$ cat config.mk
export PLATFORM = sky130hd
export DESIGN_NAME = subleq_phase_seq_flat
export DESIGN_NICKNAME = d
export VERILOG_FILES = /design/src/rtl/subleq_phase_seq_pkg.sv /design/src/rtl/subleq_phase_seq_if.sv /design/src/rtl/subleq_phase_seq_dec.sv /design/src/rtl/subleq_phase_seq.sv /design/src/flat_wrapper.sv
export SDC_FILE = /design/constraint.sdc
export NUM_CORES = 1
export LEC_CHECK = 0
export BUFFER_PORTS_ARGS = -buffer_cell sky130_fd_sc_hd__buf_2
export CAP_MARGIN = 15
export CORE_MARGIN = 2
export CORE_UTILIZATION = 40
export CTS_CLUSTER_SIZE = 8
export DETAILED_ROUTE_END_ITERATION = 12
export PLACE_DENSITY = 0.75
export SETUP_SLACK_MARGIN = 0.5
export SLEW_MARGIN = 10
export SYNTH_ARGS = -nofsm -noshare
export SYNTH_HDL_FRONTEND = slang
export SYNTH_HIERARCHICAL = 1
export SYNTH_SLANG_ARGS = --single-unit
export TNS_END_PERCENT = 50
$ cat constraint.sdc
create_clock -name clk -period 5.9 [get_ports clk]
set_clock_uncertainty 0.1 [all_clocks]
set_input_delay 0.885 -clock clk [delete_from_list [all_inputs] [get_ports clk]]
set_output_delay 0.885 -clock clk [all_outputs]
set_load 0.01 [all_outputs]
$ cat src/rtl/subleq_phase_seq_pkg.sv
// Shared SUBLEQ sequencer definitions: phase names and default memory wait mask.
package subleq_pkg;

   // Phase numbering of the standard 8-phase SUBLEQ instruction.
   typedef enum logic [3:0] {
      PH_IDLE = 4'd0,
      PH_ROP0 = 4'd1,
      PH_ROP1 = 4'd2,
      PH_ROP2 = 4'd3,
      PH_RMD0 = 4'd4,
      PH_RMD1 = 4'd5,
      PH_SUB  = 4'd6,
      PH_WBMD = 4'd7
   } phase_e;

   // Returns the wait-mask bit belonging to one phase.
   function automatic logic [15:0] wait_bit(phase_e p);
      return 16'd1 << p;
   endfunction

   // Memory-data reads are the only phases that stall on mem_rdy by default.
   localparam logic [15:0] DEF_WAIT_MASK = wait_bit(PH_RMD0) | wait_bit(PH_RMD1);

endpackage

$ cat src/rtl/subleq_phase_seq_if.sv
// Control/status bundle between the SUBLEQ phase sequencer and its controller.
interface subleq_phase_seq_if #(
   parameter int unsigned NPHASE = 8,
   parameter int unsigned ICNT_W = 16
);
   localparam int unsigned PH_W = $clog2(NPHASE);

   logic              run;
   logic              step;
   logic              halt_req;
   logic              mem_rdy;
   logic              cnt_clr;
   logic [NPHASE-1:0] phase_oh;
   logic [PH_W-1:0]   phase_idx;
   logic              busy;
   logic              inst_done;
   logic [ICNT_W-1:0] inst_cnt;

   modport master (
      output run, step, halt_req, mem_rdy, cnt_clr,
      input  phase_oh, phase_idx, busy, inst_done, inst_cnt
   );

   modport slave (
      input  run, step, halt_req, mem_rdy, cnt_clr,
      output phase_oh, phase_idx, busy, inst_done, inst_cnt
   );
endinterface

$ cat src/rtl/subleq_phase_seq_dec.sv
// Binary index to one-hot decoder; indices >= N produce an all-zero vector.
module subleq_onehot_dec #(
   parameter int unsigned N = 8,
   parameter int unsigned W = $clog2(N)
) (
   input  logic [W-1:0] idx,
   output logic [N-1:0] oh
);

   // Compare the index against every legal position.
   always_comb begin
      oh = '0;
      for (int unsigned i = 0; i < N; i++) begin
         if (idx == W'(i)) oh[i] = 1'b1;
      end
   end

endmodule

$ cat src/rtl/subleq_phase_seq.sv
// SUBLEQ phase sequencer: steps through NPHASE-1 active phases per instruction,
// stalling on mem_rdy in masked phases and counting retired instructions.
module subleq_phase_seq
   import subleq_pkg::*;
#(
   parameter int unsigned NPHASE    = 8,
   parameter logic [15:0] WAIT_MASK = DEF_WAIT_MASK,
   parameter int unsigned ICNT_W    = 16
) (
   input  logic               clk,
   input  logic               rst_n,
   subleq_phase_seq_if.slave  bus
);

   localparam int unsigned     PH_W    = $clog2(NPHASE);
   localparam logic [PH_W-1:0] PH_LAST = PH_W'(NPHASE - 1);
   localparam logic [PH_W-1:0] PH_ONE  = PH_W'(1);

   logic [PH_W-1:0]   phase_q;
   logic [PH_W-1:0]   phase_d;
   logic [ICNT_W-1:0] cnt_q;
   logic [3:0]        ph_ext;
   logic              start;
   logic              advance;
   logic              done_c;

   // Next-phase selection; the last phase loops straight to phase 1 while running.
   always_comb begin
      ph_ext  = 4'(phase_q);
      start   = (bus.run | bus.step) & ~bus.halt_req;
      advance = ~WAIT_MASK[ph_ext] | bus.mem_rdy;
      done_c  = 1'b0;
      phase_d = phase_q;
      if (phase_q == '0) begin
         if (start) phase_d = PH_ONE;
      end else if (advance) begin
         if (phase_q == PH_LAST) begin
            done_c  = 1'b1;
            phase_d = (bus.run & ~bus.halt_req) ? PH_ONE : '0;
         end else begin
            phase_d = phase_q + PH_ONE;
         end
      end
   end

   // Phase register.
   always_ff @(posedge clk or negedge rst_n) begin
      if (!rst_n) phase_q <= '0;
      else        phase_q <= phase_d;
   end

   // Retired-instruction counter; a clear beats a coincident increment.
   always_ff @(posedge clk or negedge rst_n) begin
      if (!rst_n)           cnt_q <= '0;
      else if (bus.cnt_clr) cnt_q <= '0;
      else if (done_c)      cnt_q <= cnt_q + ICNT_W'(1);
   end

   subleq_onehot_dec #(.N(NPHASE), .W(PH_W)) u_dec (
      .idx (phase_q),
      .oh  (bus.phase_oh)
   );

   assign bus.phase_idx = phase_q;
   assign bus.busy      = |phase_q;
   assign bus.inst_done = done_c;
   assign bus.inst_cnt  = cnt_q;

endmodule
$ cat src/flat_wrapper.sv
// flat-port wrapper written by rule: the top's interface ports become plain ports
module subleq_phase_seq_flat import subleq_pkg::*;
#(
   parameter int unsigned NPHASE    = 8,
   parameter logic [15:0] WAIT_MASK = DEF_WAIT_MASK,
   parameter int unsigned ICNT_W    = 16
)
  (clk, rst_n, bus_run, bus_step, bus_halt_req, bus_mem_rdy, bus_cnt_clr, bus_phase_oh, bus_phase_idx, bus_busy, bus_inst_done, bus_inst_cnt);
  subleq_phase_seq_if #(.NPHASE(NPHASE), .ICNT_W(ICNT_W)) bus_i ();
  input  logic clk;
  input  logic rst_n;
  input wire logic [$bits(bus_i.run)-1:0] bus_run;
  input wire logic [$bits(bus_i.step)-1:0] bus_step;
  input wire logic [$bits(bus_i.halt_req)-1:0] bus_halt_req;
  input wire logic [$bits(bus_i.mem_rdy)-1:0] bus_mem_rdy;
  input wire logic [$bits(bus_i.cnt_clr)-1:0] bus_cnt_clr;
  output wire logic [$bits(bus_i.phase_oh)-1:0] bus_phase_oh;
  output wire logic [$bits(bus_i.phase_idx)-1:0] bus_phase_idx;
  output wire logic [$bits(bus_i.busy)-1:0] bus_busy;
  output wire logic [$bits(bus_i.inst_done)-1:0] bus_inst_done;
  output wire logic [$bits(bus_i.inst_cnt)-1:0] bus_inst_cnt;
  assign bus_i.run = bus_run;
  assign bus_i.step = bus_step;
  assign bus_i.halt_req = bus_halt_req;
  assign bus_i.mem_rdy = bus_mem_rdy;
  assign bus_i.cnt_clr = bus_cnt_clr;
  assign bus_phase_oh = bus_i.phase_oh;
  assign bus_phase_idx = bus_i.phase_idx;
  assign bus_busy = bus_i.busy;
  assign bus_inst_done = bus_i.inst_done;
  assign bus_inst_cnt = bus_i.inst_cnt;
  subleq_phase_seq #(.NPHASE(NPHASE), .WAIT_MASK(WAIT_MASK), .ICNT_W(ICNT_W)) u_core (.clk(clk), .rst_n(rst_n), .bus(bus_i));
endmodule
==> impl_metrics.csv <==
group,metric,value,unit
floorplanning,start_util,42.9,%
sta,setup_tns,0,ns
sta,grt_setup_unrepaired,"no",
synthesis,synth_common_cells,"dfrtp_1 (19), a21oi_1 (10), nand2_1 (9), o21ai_0 (9), nor2_1 (7)",
place,gp_congestion,0.831,
critical_path,crit_path_start_kind,"flip-flop",
grt,busiest_layer,"met2",
clocking,postCtsHoldBufs,0,
floorplanning,ios,36,
critical_path,required,4.91,ns
route,drt_first_pass_iters,4,
grt,use_met3,3.02,%
floorplanning,dieArea,0.00314,mm^2
route,drcViolationCount,0,
place,numPortBuffers,35,
synthesis,syn_nets,128,
clocking,htree_levels,1,
grt,track_usage,16.1,%
synthesis,ys_warn_count,6,
critical_path,timing.rr.start,"u_core/bus.phase_idx[1]",
floorplanning,fp.coreArea,0.00252,mm^2
clocking,cts-resized-gates,0,
final_layout,fin_nets,164,
sta,fin_ws,3.04,ns
route,viasPerCell,5.68,
sta,min_period,2.86,ns
critical_path,cp.arrival,1.88,ns
sta,fmax,349,MHz
hold_path,hold_path_class,"in2async",
grt,grt.met1_usage,21.6,%
synthesis,yosys.area.top_type,"dfrtp_1",
grt,grt_pass1_vias,925,
floorplanning,fp.dieW,56.0,um
clocking,clock-sinks,19,
critical_path,worst-path-stages,7,
synthesis,synthFlopType,"dfrtp_1",
critical_path,worst_path_max_delay_cell,"dfrtp_1",
route,vias,1033,
grt,antenna_found_initial,0,
grt,grt_max_degree,20,
synthesis,async_reset_ff_share,100,%
critical_path,critPathBufInv,4,
pwr,ir_drop,0.197,mV
grt,use_met2,26.2,%
pwr,power_leakage,0.644,nW
synthesis,mappedNetlistArea,0.00108,mm^2
sta,setup_violations,0,
status,status,"finished, final reports clean",
clocking,clock_path_buffers,2,
place,pre_cts_ws,3.18,ns
clocking,clockRootBuffer,"clkbuf_4",
final_layout,drive_above_1_share,29.6,%
critical_path,cp_common_cell,"inv_1",
route,drtIter0Drc,48,
clocking,clkLatencyLatePin,0.29,ns
sta,relSlewSlack,66.3,%
sta,min_period_over_period,48.5,%
synthesis,seq_area_frac_synth,43.9,%
clocking,tritoncts,"yes",
clocking,cts_buffers,3,
sta,drv_slew,0,
route,wl,2370,um
route,antenna_left,0,
critical_path,crit_type,"reg2out",
synthesis,syn_avg_cell_area,9.25,um^2
final_layout,area.growth.synth_to_final,20.6,%
synthesis,ys_top_cells_by_area,"dfrtp_1 (44%), a21oi_1 (4.6%), ha_1 (4.6%)",
synthesis,synthCells,117,
synthesis,synth_seq_cells,19,
synthesis,synth_edf_count,0,
floorplanning,die_h,56.0,um
critical_path,crit_start,"u_core/bus.phase_idx[1]",
clocking,postCtsSetupBuffers,0,
critical_path,cpPeakStageDelay,0.52,ns
sta,worstMarginPinSlew,0.504,ns
pwr,p_per_area,304,mW/mm^2
critical_path,cp_cell_sequence,"inv_1 > ha_1 > nor2b_1 > inv_1 > nand3_1 > inv_1 > buf_2",
grt,grt_overflow,0,
synthesis,yosysUniqueCellTypes,31,
critical_path,r2r_cells,6,
clocking,cts.clk_slew.worst_paths,0.11,ns
synthesis,yosysMostFrequentCell,"dfrtp_1",
floorplanning,fp-row-count,18,
critical_path,path_delay_family,"flip-flops",
critical_path,worst-path-max-fanout,13,
place,hpwl,1730,um
route,wire_per_inst,13.0,um
job,max_cap_violations,0,
synthesis,synth.top_cell.area_share,43.9,%
grt,grt_pass1_wl,4150,um
sta,hold_viol,0,
critical_path,crit_path_end_kind,"primary output",
final_layout,n_antenna_cell,0,
-- sequential cells by signal, summed over array words and instances (netlist names) --
register,cells
u_core/bus.inst_cnt,16
u_core/bus.phase_idx,3
-- per-layer routing --
metal	routed length, um	part of all wire (%)
met1	1100	46
met2	1080	45
met3	183	7.7
met4	16	0.67
met5	0	0
-- logic make-up after synthesis --
kind of cell / synth area share [%]
AND/OR/NAND/NOR: 29.5
AO/OA/AOI/OAI: 12.3
flip-flops: 43.9
buffers and inverters: 3.70
XOR/XNOR: 4.05
adder cells (fa/ha/maj): 4.62
multiplexers: 1.97
-- cells in the final DEF (no fill, tap or decap), types with 3 or more instances in the layout --
cell	synthesis	final
o31ai_1	4	4
o21ai_0	9	9
xnor2_1	3	3
clkbuf_4	0	3
inv_1	6	6
or3_1	5	5
and3b_2	3	3
nor3b_1	3	3
dfrtp_1	19	19
or4_1	5	5
nand4_1	4	4
nand2_1	9	9
ha_1	4	4
a21oi_1	10	10
nor2_1	7	7
nand3_1	4	4
buf_2	2	35
-- layout make-up --
type	count	area, um^2
clock inverters	1	5.00
well taps	30	37.5
clock buffers	3	22.5
repair buffers	35	175
flip-flops and latches	19	475
fillers	253	1220
inverters	6	22.5
multi-input cells	88	567
-- per-stage QoR --
stage / instances / power [mW] / area [um^2] / hold WS, ns / util [%]
final: 182 / 0.397 / 1310 / 0.414 / 51.7
after floorplan: 117 / 0.274 / 1080 / 0.480 / -
after global placement: 178 / 0.330 / 1280 / 0.456 / 50.6
after CTS: 182 / 0.402 / 1310 / 0.420 / 51.7
after global routing: 182 / 0.434 / 1310 / 0.423 / 51.7
after detailed placement: 178 / 0.337 / 1280 / 0.460 / 50.6
-- path summary, 6_finish.rpt --
| check | to | slack, ns |
|---|---|---|
| max in group asynchronous | u_core/bus.inst_cnt[3] | 4.98 |
| min in group clk | u_core/bus.inst_cnt[11] | 0.48 |
| worst min-delay path | u_core/bus.inst_cnt[1] | 0.41 |
| worst max register to register | u_core/bus.inst_cnt[14] | 3.38 |
| worst min register to register | u_core/bus.inst_cnt[11] | 0.48 |
| worst max-delay path | bus_inst_done | 3.04 |
-- power by group --
| part | internal (mW) | switching [mW] | total (mW) |
|---|---|---|---|
| clock network | 0.0251 | 0.0376 | 0.0628 |
| registers | 0.144 | 0.0341 | 0.178 |
| logic | 0.0718 | 0.0836 | 0.155 |
Power figures use the tool's default switching activity.
